==> config.mk <==
export PLATFORM = sky130hd
export DESIGN_NAME = button_conditioner
export DESIGN_NICKNAME = d
export VERILOG_FILES = /design/src/rtl/button_conditioner.sv
export SDC_FILE = /design/constraint.sdc
export NUM_CORES = 1
export LEC_CHECK = 0
export CAP_MARGIN = 10
export CORE_MARGIN = 2
export CORE_UTILIZATION = 49
export CTS_CLUSTER_DIAMETER = 50
export DETAILED_ROUTE_END_ITERATION = 8
export PLACE_DENSITY = 0.84
export SETUP_SLACK_MARGIN = 0.02
export SKIP_CTS_REPAIR_TIMING = 1
export SLEW_MARGIN = 20
export SYNTH_ARGS = -nofsm -noshare
export SYNTH_HDL_FRONTEND = slang
export SYNTH_SLANG_ARGS = --single-unit
==> constraint.sdc <==
create_clock -name clk -period 1.33 [get_ports clk]
set_input_delay 0.133 -clock clk [delete_from_list [all_inputs] [get_ports clk]]
set_output_delay 0.133 -clock clk [all_outputs]
set_load 0.005 [all_outputs]
==> src/rtl/button_conditioner.sv <==
// Multi-channel push-button front end: two-flop synchroniser, counter debouncer and press/release edge detect.
// Define BUTTON_AUTO_REPEAT_EN to add hold-to-repeat pulses on the channels selected by REPEAT_MASK.
module button_conditioner #(
    parameter int                     NUM_BUTTONS     = 7,
    parameter int                     DEBOUNCE_CYCLES = 4,
    parameter int                     REPEAT_DELAY    = 20,
    parameter int                     REPEAT_RATE     = 5,
    parameter logic [NUM_BUTTONS-1:0] REPEAT_MASK     = 7'b0111100
) (
    input  logic                   clk,
    input  logic                   reset,
    input  logic [NUM_BUTTONS-1:0] btn_in,
    output logic [NUM_BUTTONS-1:0] btn_level,
    output logic [NUM_BUTTONS-1:0] btn_press,
    output logic [NUM_BUTTONS-1:0] btn_release,
    output logic [NUM_BUTTONS-1:0] btn_repeat,
    output logic [NUM_BUTTONS-1:0] btn_event,
    output logic                   any_pressed
);

    localparam int DB_W = $clog2(DEBOUNCE_CYCLES + 1);
    localparam logic [DB_W-1:0] DB_LAST = DB_W'(DEBOUNCE_CYCLES - 1);

    if (DEBOUNCE_CYCLES < 1) begin : g_bad_debounce
        $error("DEBOUNCE_CYCLES must be >= 1");
    end
    if (REPEAT_DELAY < 2) begin : g_bad_delay
        $error("REPEAT_DELAY must be >= 2");
    end
    if (REPEAT_RATE < 1) begin : g_bad_rate
        $error("REPEAT_RATE must be >= 1");
    end
    if ($bits(REPEAT_MASK) != NUM_BUTTONS) begin : g_bad_mask
        $error("REPEAT_MASK width must equal NUM_BUTTONS");
    end

    logic [NUM_BUTTONS-1:0] sync_a;
    logic [NUM_BUTTONS-1:0] sync_b;
    logic [NUM_BUTTONS-1:0] level;
    logic [NUM_BUTTONS-1:0] prev_level;
    logic [DB_W-1:0]        db_cnt [NUM_BUTTONS];
    logic [NUM_BUTTONS-1:0] press_pulse;
    logic [NUM_BUTTONS-1:0] release_pulse;
    logic [NUM_BUTTONS-1:0] repeat_pulse;
    logic [NUM_BUTTONS-1:0] event_q;

    // Level only flips after DEBOUNCE_CYCLES consecutive disagreeing samples; any agreement restarts the count.
    always_ff @(posedge clk or negedge reset) begin
        if (!reset) begin
            sync_a     <= '0;
            sync_b     <= '0;
            level      <= '0;
            prev_level <= '0;
            for (int i = 0; i < NUM_BUTTONS; i++) begin
                db_cnt[i] <= '0;
            end
        end else begin
            sync_a     <= btn_in;
            sync_b     <= sync_a;
            prev_level <= level;
            for (int i = 0; i < NUM_BUTTONS; i++) begin
                if (sync_b[i] == level[i]) begin
                    db_cnt[i] <= '0;
                end else if (db_cnt[i] == DB_LAST) begin
                    level[i]  <= ~level[i];
                    db_cnt[i] <= '0;
                end else begin
                    db_cnt[i] <= db_cnt[i] + 1'b1;
                end
            end
        end
    end

    assign press_pulse   = level & ~prev_level;
    assign release_pulse = ~level & prev_level;

`ifdef BUTTON_AUTO_REPEAT_EN
    localparam int RPT_MAX = (REPEAT_DELAY > REPEAT_RATE) ? REPEAT_DELAY : REPEAT_RATE;
    localparam int RPT_W   = $clog2(RPT_MAX + 1);
    localparam logic [RPT_W-1:0] DELAY_LOAD = RPT_W'(REPEAT_DELAY - 1);
    localparam logic [RPT_W-1:0] RATE_LOAD  = RPT_W'(REPEAT_RATE - 1);

    logic [RPT_W-1:0] rpt_cnt [NUM_BUTTONS];

    // Counter reaching zero while held marks a repeat; it then reloads with the shorter rate interval.
    always_ff @(posedge clk or negedge reset) begin
        if (!reset) begin
            for (int i = 0; i < NUM_BUTTONS; i++) begin
                rpt_cnt[i] <= '0;
            end
        end else begin
            for (int i = 0; i < NUM_BUTTONS; i++) begin
                if (!REPEAT_MASK[i] || !level[i]) begin
                    rpt_cnt[i] <= '0;
                end else if (press_pulse[i]) begin
                    rpt_cnt[i] <= DELAY_LOAD;
                end else if (rpt_cnt[i] == '0) begin
                    rpt_cnt[i] <= RATE_LOAD;
                end else begin
                    rpt_cnt[i] <= rpt_cnt[i] - 1'b1;
                end
            end
        end
    end

    always_comb begin
        repeat_pulse = '0;
        for (int i = 0; i < NUM_BUTTONS; i++) begin
            repeat_pulse[i] = REPEAT_MASK[i] & level[i] & ~press_pulse[i] & (rpt_cnt[i] == '0);
        end
    end
`else
    assign repeat_pulse = '0;
`endif

    always_ff @(posedge clk or negedge reset) begin
        if (!reset) begin
            event_q <= '0;
        end else begin
            event_q <= press_pulse | repeat_pulse;
        end
    end

    assign btn_level   = level;
    assign btn_press   = press_pulse;
    assign btn_release = release_pulse;
    assign btn_repeat  = repeat_pulse;
    assign btn_event   = event_q;
    assign any_pressed = |level;

endmodule

==> results of run 1 <==
==> routing by layer <==
metal | wire length, µm | part of all wire, % | vias up
met4 | 61 | 1.8 | 0
met1 | 1220 | 37 | 594
li1 | - | - | 544
met5 | 0 | 0 | -
met3 | 166 | 5.0 | 8
met2 | 1880 | 57 | 35
==> layout by cell type (no fill, tap or decap), drive strengths merged <==
cell type / instances
xnor2: 7
dfrtp: 56
conb: 7
nor4: 1
mux2: 7
buf: 21
nor3b: 13
dlygate4sd3: 1
and2b: 6
ha: 7
nor2b: 16
clkbuf: 10
dlymetal6s2s: 21
nand2: 1
clkdlybuf4s50: 11
nor3: 8
==> final cells by class <==
cell class,instances,area [µm²]
Tap cell,50,62.6
Multi-Input combinational cell,73,629
Sequential cell,56,1410
Clock buffer,7,96.3
Timing Repair Buffer,57,582
Fill cell,275,1200
==> power groups by stage <==
stage	Combinational (W)	Clock (W)	Sequential (W)
final	0.00235	0.000947	0.00259
after global routing	0.00263	0.00105	0.00265
after CTS	0.00210	0.000970	0.00251
after detailed placement	0.00209	0	0.00255
after global placement	0.00200	0	0.00250
after floorplan	0.000789	0	0.00254
==> how the worst max path moves through the flow <==
stage                             start                        to  slack [ns]
2_1_floorplan      db_cnt[18]$_DFF_PN0_  btn_level[0]$_DFFE_PN0P_        0.23
3_3_place_gp   btn_level[1]$_DFFE_PN0P_               any_pressed       -0.04
3_5_place_dp   btn_level[1]$_DFFE_PN0P_               any_pressed       -0.06
4_1_cts        btn_level[1]$_DFFE_PN0P_               any_pressed       -0.39
5_1_grt        btn_level[1]$_DFFE_PN0P_              btn_press[1]       -0.25
6_report       btn_level[1]$_DFFE_PN0P_              btn_press[1]       -0.17
==> registers in the layout, indices dropped and copies added (netlist names) <==
name and flops:
btn_level 7, sync_a 7, prev_level 7, db_cnt 21
btn_event 7, sync_b 7
==> cell families after synthesis <==
| kind of cell | share of synthesized area, % |
|---|---|
| xor gates and xnor gates | 3.08 |
| adders and majority gates | 4.39 |
| other | 0.188 |
| muxes | 3.96 |
| buffers and inverters | 2.64 |
| and+or+nand+nor | 15.4 |
| DFF | 70.3 |
==> critical path, stage by stage, from the launching register on <==
cell and delay, ns:
dfrtp_2 0.41, nor2b_4 0.16, clkdlybuf4s50_1 0.51
==> metrics by stage <==
| step | hold slack, ns | power [W] | instances | util [%] | cell area, µm² |
|---|---|---|---|---|---|
| 2_1_floorplan | -0.163 | 0.00333 | 136 | - | 2020 |
| 3_3_place_gp | 0.144 | 0.00450 | 225 | 62.2 | 2470 |
| 3_5_place_dp | 0.152 | 0.00463 | 225 | 62.2 | 2470 |
| 4_1_cts | -0.170 | 0.00558 | 232 | 64.7 | 2570 |
| 5_1_grt | 0.251 | 0.00633 | 243 | 69.9 | 2780 |
| 6_report | 0.262 | 0.00588 | 243 | 69.9 | 2780 |
==> run summary, run 1 <==
Status: complete, but fails checks
Failing checks: negative setup slack
Hold crit path type: in -> reg
Setup total negative slack: -0.269 ns
Via/cell ratio: 4.86
Fraction of the yosys area taken by sequential cells: 70.3%
Async SR Flop Fraction: 100%
Clock sink total: 56
Gpl congestion: 0.722
Gr usage total: 15.7%
CTS Buf Count: 5
Row count: 23
Post-synth EDFFs: 0
Placeable Area: 0.00397 mm²
Dominant cell type by area after synthesis: dfrtp_1
CP max FO: 6
1st-pass router iterations: 3
Final worst slack: -0.175 ns
Via count: 1181
Die H: 67.8 µm
Netlist cell types: 13
Final min period: 1.50 ns
Number of synthesized register bits: 56
Max-cap violations: 0
Largest net degree at the start of global routing: 57
Comb power frac: 40.0%
Reg2Reg Depth: 4
Initial antenna violation count: 0
Final setup fails: 2
Top-count cell post-synth: dfrtp_1
Most instantiated cells after synthesis: dfrtp_1, nor3b_1, nor2b_1
Worst setup SP type: flop
Global route hottest layer: met2
Synth warnings: 0
M2 GR Usage: 28.3%
Final wirelength: 3330 µm
Max Slew Vio Count: 0
Max Freq: 665 MHz
Crit path arrival time: 1.37 ns
# IOs: 45
PortBufs: 37
Hold path startpoint: btn_in[4]
Pleak: 1.54 nW
Post-DP HPWL: 2300 µm
Antenna Violating Nets Remaining: 0
Syn Inst Count: 130
Endpoint class of the critical path: primary output
Pre-CTS WS: -0.0631 ns
Share of cells above drive strength 1: 29.0%
Die W: 67.8 µm
R2R Setup Slk: 0.08 ns
R2r endpoint: db_cnt[13]$_DFF_PN0_
Worst skew pair latency: 0.30 ns
Reg2reg start: btn_level[2]$_DFFE_PN0P_
GR Util met3: 4.17%
Sequential power share: 44.0%
CP required: 1.20 ns
Drt wl/cell: 13.7 µm
Initial Util: 50.2%
Drt drc: 0
First-pass GRT wire length: 5220 µm
Share of total power in the clock network: 16.1%
Initial drt markers: 66
Nets: 209
Vias in the first global route: 1218
Final Cycle Share: 113%
CP Class: reg -> out
TritonCTS clock tree: built
RSZ-0062 raised after global routing: yes
Worst Hold Path EP: sync_a[4]$_DFF_PN0_
Mapped cell area: 0.00199 mm²
Area contributors post-synth: dfrtp_1, nor3b_1, ha_1
GR Util met1: 17.1%
DIE AREA: 0.00459 mm²
CTS H-tree depth: 2
Layout Skew: 0.00286 ns
CTS Buffer Depth: 2
Hold depth: 1
Worst IR Drop VDD: 1.15 mV
Cell-internal power: 0.00422 W
Area grow syn2layout: 39.2%
Final hold violation count: 0
Switching share of total power: 28.2%
CTS Root Cell: clkbuf_8
Sw Pwr: 0.00166 W
Commonest register cell after synthesis: dfrtp_1
Gr ovfl total: 0
Clock transition at path regs: 0.09 ns
PD cells: 2120 mW/mm²
Avg Synthesized Cell Area: 15.3 µm²
Top-area cell type share of the netlist area: 70.3%
N_diodes: 0
No activity file was read; power rests on OpenSTA's default activity.
==> run 2, diff against run 1 <==
--- a/config.mk
+++ b/config.mk
@@ -7,10 +7,10 @@
 export LEC_CHECK = 0
 export CAP_MARGIN = 10
 export CORE_MARGIN = 2
-export CORE_UTILIZATION = 49
+export CORE_UTILIZATION = 44
 export CTS_CLUSTER_DIAMETER = 50
 export DETAILED_ROUTE_END_ITERATION = 8
-export PLACE_DENSITY = 0.84
+export PLACE_DENSITY = 0.8
 export SETUP_SLACK_MARGIN = 0.02
 export SKIP_CTS_REPAIR_TIMING = 1
 export SLEW_MARGIN = 20
==> constraint.sdc (replaced) <==
create_clock -name clk -period 1.3 [get_ports clk]
set_input_delay 0.13 -clock clk [delete_from_list [all_inputs] [get_ports clk]]
set_output_delay 0.13 -clock clk [all_outputs]
set_load 0.005 [all_outputs]
==> run 2 against run 1 <==
Compared with the run above: the run still ends with negative setup slack left; count of clock-buffer cells in the layout fell by 1; final cell count up 2.9%; sequential share of layout area down 0.47 points; largest power group unchanged.
==> run summary, run 2 (synthesized netlist as in run 1, its figures left out) <==
Failing checks: negative setup slack
# IOs: 45 (unchanged)
CTS Buf Count: 5 (unchanged)
Worst setup SP type: flop
Post-DP HPWL: 2540 µm (+11%)
Final hold violation count: 0 (unchanged)
CTS H-tree depth: 2 (unchanged)
First-pass GRT wire length: 5580 µm (+7.0%)
Most frequent cells in the layout: dfrtp_1, dlymetal6s2s_1, nor3b_1
TritonCTS clock tree: built
CTS Root Cell: clkbuf_8
Gr usage total: 14.6% (-1.1 points)
Endpoint class of the critical path: primary output
Drt drc: 0 (unchanged)
Final Cycle Share: 111%
Overall Power: 0.00627 W (+6.6%)
Via count: 1190 (+0.76%)
Initial Util: 45.8% (-4.4 points)
Max Freq: 694 MHz
Max Slew Vio Count: 0 (unchanged)
Crit path arrival time: 1.31 ns (-0.06 ns)
Area grow syn2layout: 40.2%
Leading cell type in the layout, fill and taps excluded: dfrtp_1
Final min period: 1.44 ns
Row count: 24 (+4.3%)
Final setup fails: 2 (unchanged)
Clock transition at path regs: 0.09 ns (about the same)
Layout Utilization: 64.2% (-5.7 points)
CP Class: reg -> out
Max-cap violations: 0 (unchanged)
Worst skew pair latency: 0.31 ns (about the same)
Hold depth: 1 (unchanged)
DIE AREA: 0.00508 mm² (+11%)
Reg2Reg Depth: 3 (-1)
Drt wl/cell: 15.1 µm (+10%)
Vias in the first global route: 1144 (-6.1%)
Pre-CTS WS: -0.0166 ns (+0.0466 ns)
N_diodes: 0 (unchanged)
Via/cell ratio: 4.76 (-2.1%)
Pleak: 1.52 nW (-0.90%)
Hold crit path type: in -> reg
RSZ-0062 raised after global routing: yes
PD cells: 2240 mW/mm² (+5.8%)
Die H: 71.3 µm (+5.2%)
Setup total negative slack: -0.198 ns (+0.0716 ns)
Nets: 213 (+1.9%)
Gr ovfl total: 0 (unchanged)
Die W: 71.3 µm (+5.2%)
Initial antenna violation count: 0 (unchanged)
CP max FO: 4 (-2)
PortBufs: 37 (unchanged)
Initial drt markers: 47 (-29%)
1st-pass router iterations: 3 (unchanged)
Layout Skew: 0.00824 ns (+0.00538 ns)
Worst IR Drop VDD: 0.893 mV (-22%)
CP required: 1.17 ns (-0.03 ns)
Final wirelength: 3770 µm (+13%)
Antenna Violating Nets Remaining: 0 (unchanged)
Gpl congestion: 0.759 (+5.1%)
Final worst slack: -0.141 ns (+0.0336 ns)
Largest reg by FF count: db_cnt
Hold WS: 0.253 ns (-0.00928 ns)
CTS Buffer Depth: 2 (unchanged)
Clock sink total: 56 (unchanged)
Status: complete, but fails checks
Largest net degree at the start of global routing: 57 (unchanged)
Share of cells above drive strength 1: 32.3% (+3.3 points)
Max reg flops: 21 (unchanged)
Placeable Area: 0.00435 mm² (+9.6%)
run 2: worst max-delay path, stage by stage, from the launching register on:
cell,delay [ns]
dfrtp_1,0.42
buf_4,0.14
nor3_1,0.20
nand2_1,0.09
dlymetal6s2s_1,0.16
run 2: metal layers:
layer  track usage, %  vias to the layer above  share of wire (%)
li1                 -                      550                  -
met1             16.9                      603                 38
met2             25.4                       32                 55
met3             4.64                        5                5.5
met4             5.66                        0                1.4
met5                0                        -                  0
run 2: through the flow:
| step | area, µm² | std cells |
|---|---|---|
| finish | 2790 | 250 |
| global route | 2790 | 250 |
| CTS | 2600 | 237 |
| detailed placement | 2490 | 229 |
| global placement | 2490 | 229 |
| floorplan | 2020 | 136 |
run 2: power breakdown:
| group | total (W) | switching (W) | internal, W |
|---|---|---|---|
| sequential | 0.00260 | 0.000345 | 0.00226 |
| combinational | 0.00257 | 0.000942 | 0.00162 |
| clock | 0.00110 | 0.000531 | 0.000572 |
| total | 0.00627 | 0.00182 | 0.00445 |
run 2: path summary, 6_finish.rpt:
path	start	endpoint	slack, ns
setup / recovery	btn_level[4]$_DFFE_PN0P_	any_pressed	-0.14
hold / removal	btn_in[5]	sync_a[5]$_DFF_PN0_	0.25
setup reg to reg	db_cnt[18]$_DFF_PN0_	btn_level[0]$_DFFE_PN0P_	0.06
hold reg to reg	sync_a[1]$_DFF_PN0_	sync_b[1]$_DFF_PN0_	0.36
max in group asynchronous	reset	sync_a[0]$_DFF_PN0_	0.72
min in group asynchronous	reset	db_cnt[8]$_DFF_PN0_	0.34
run 2: layout make-up:
type | instances | area (µm²)
Sequential cell | 56 | 1400
Fill cell | 306 | 1560
Clock inverter | 2 | 35.0
Tap cell | 52 | 65.1
Multi-Input combinational cell | 73 | 628
Clock buffer | 6 | 72.6
Timing Repair Buffer | 61 | 592
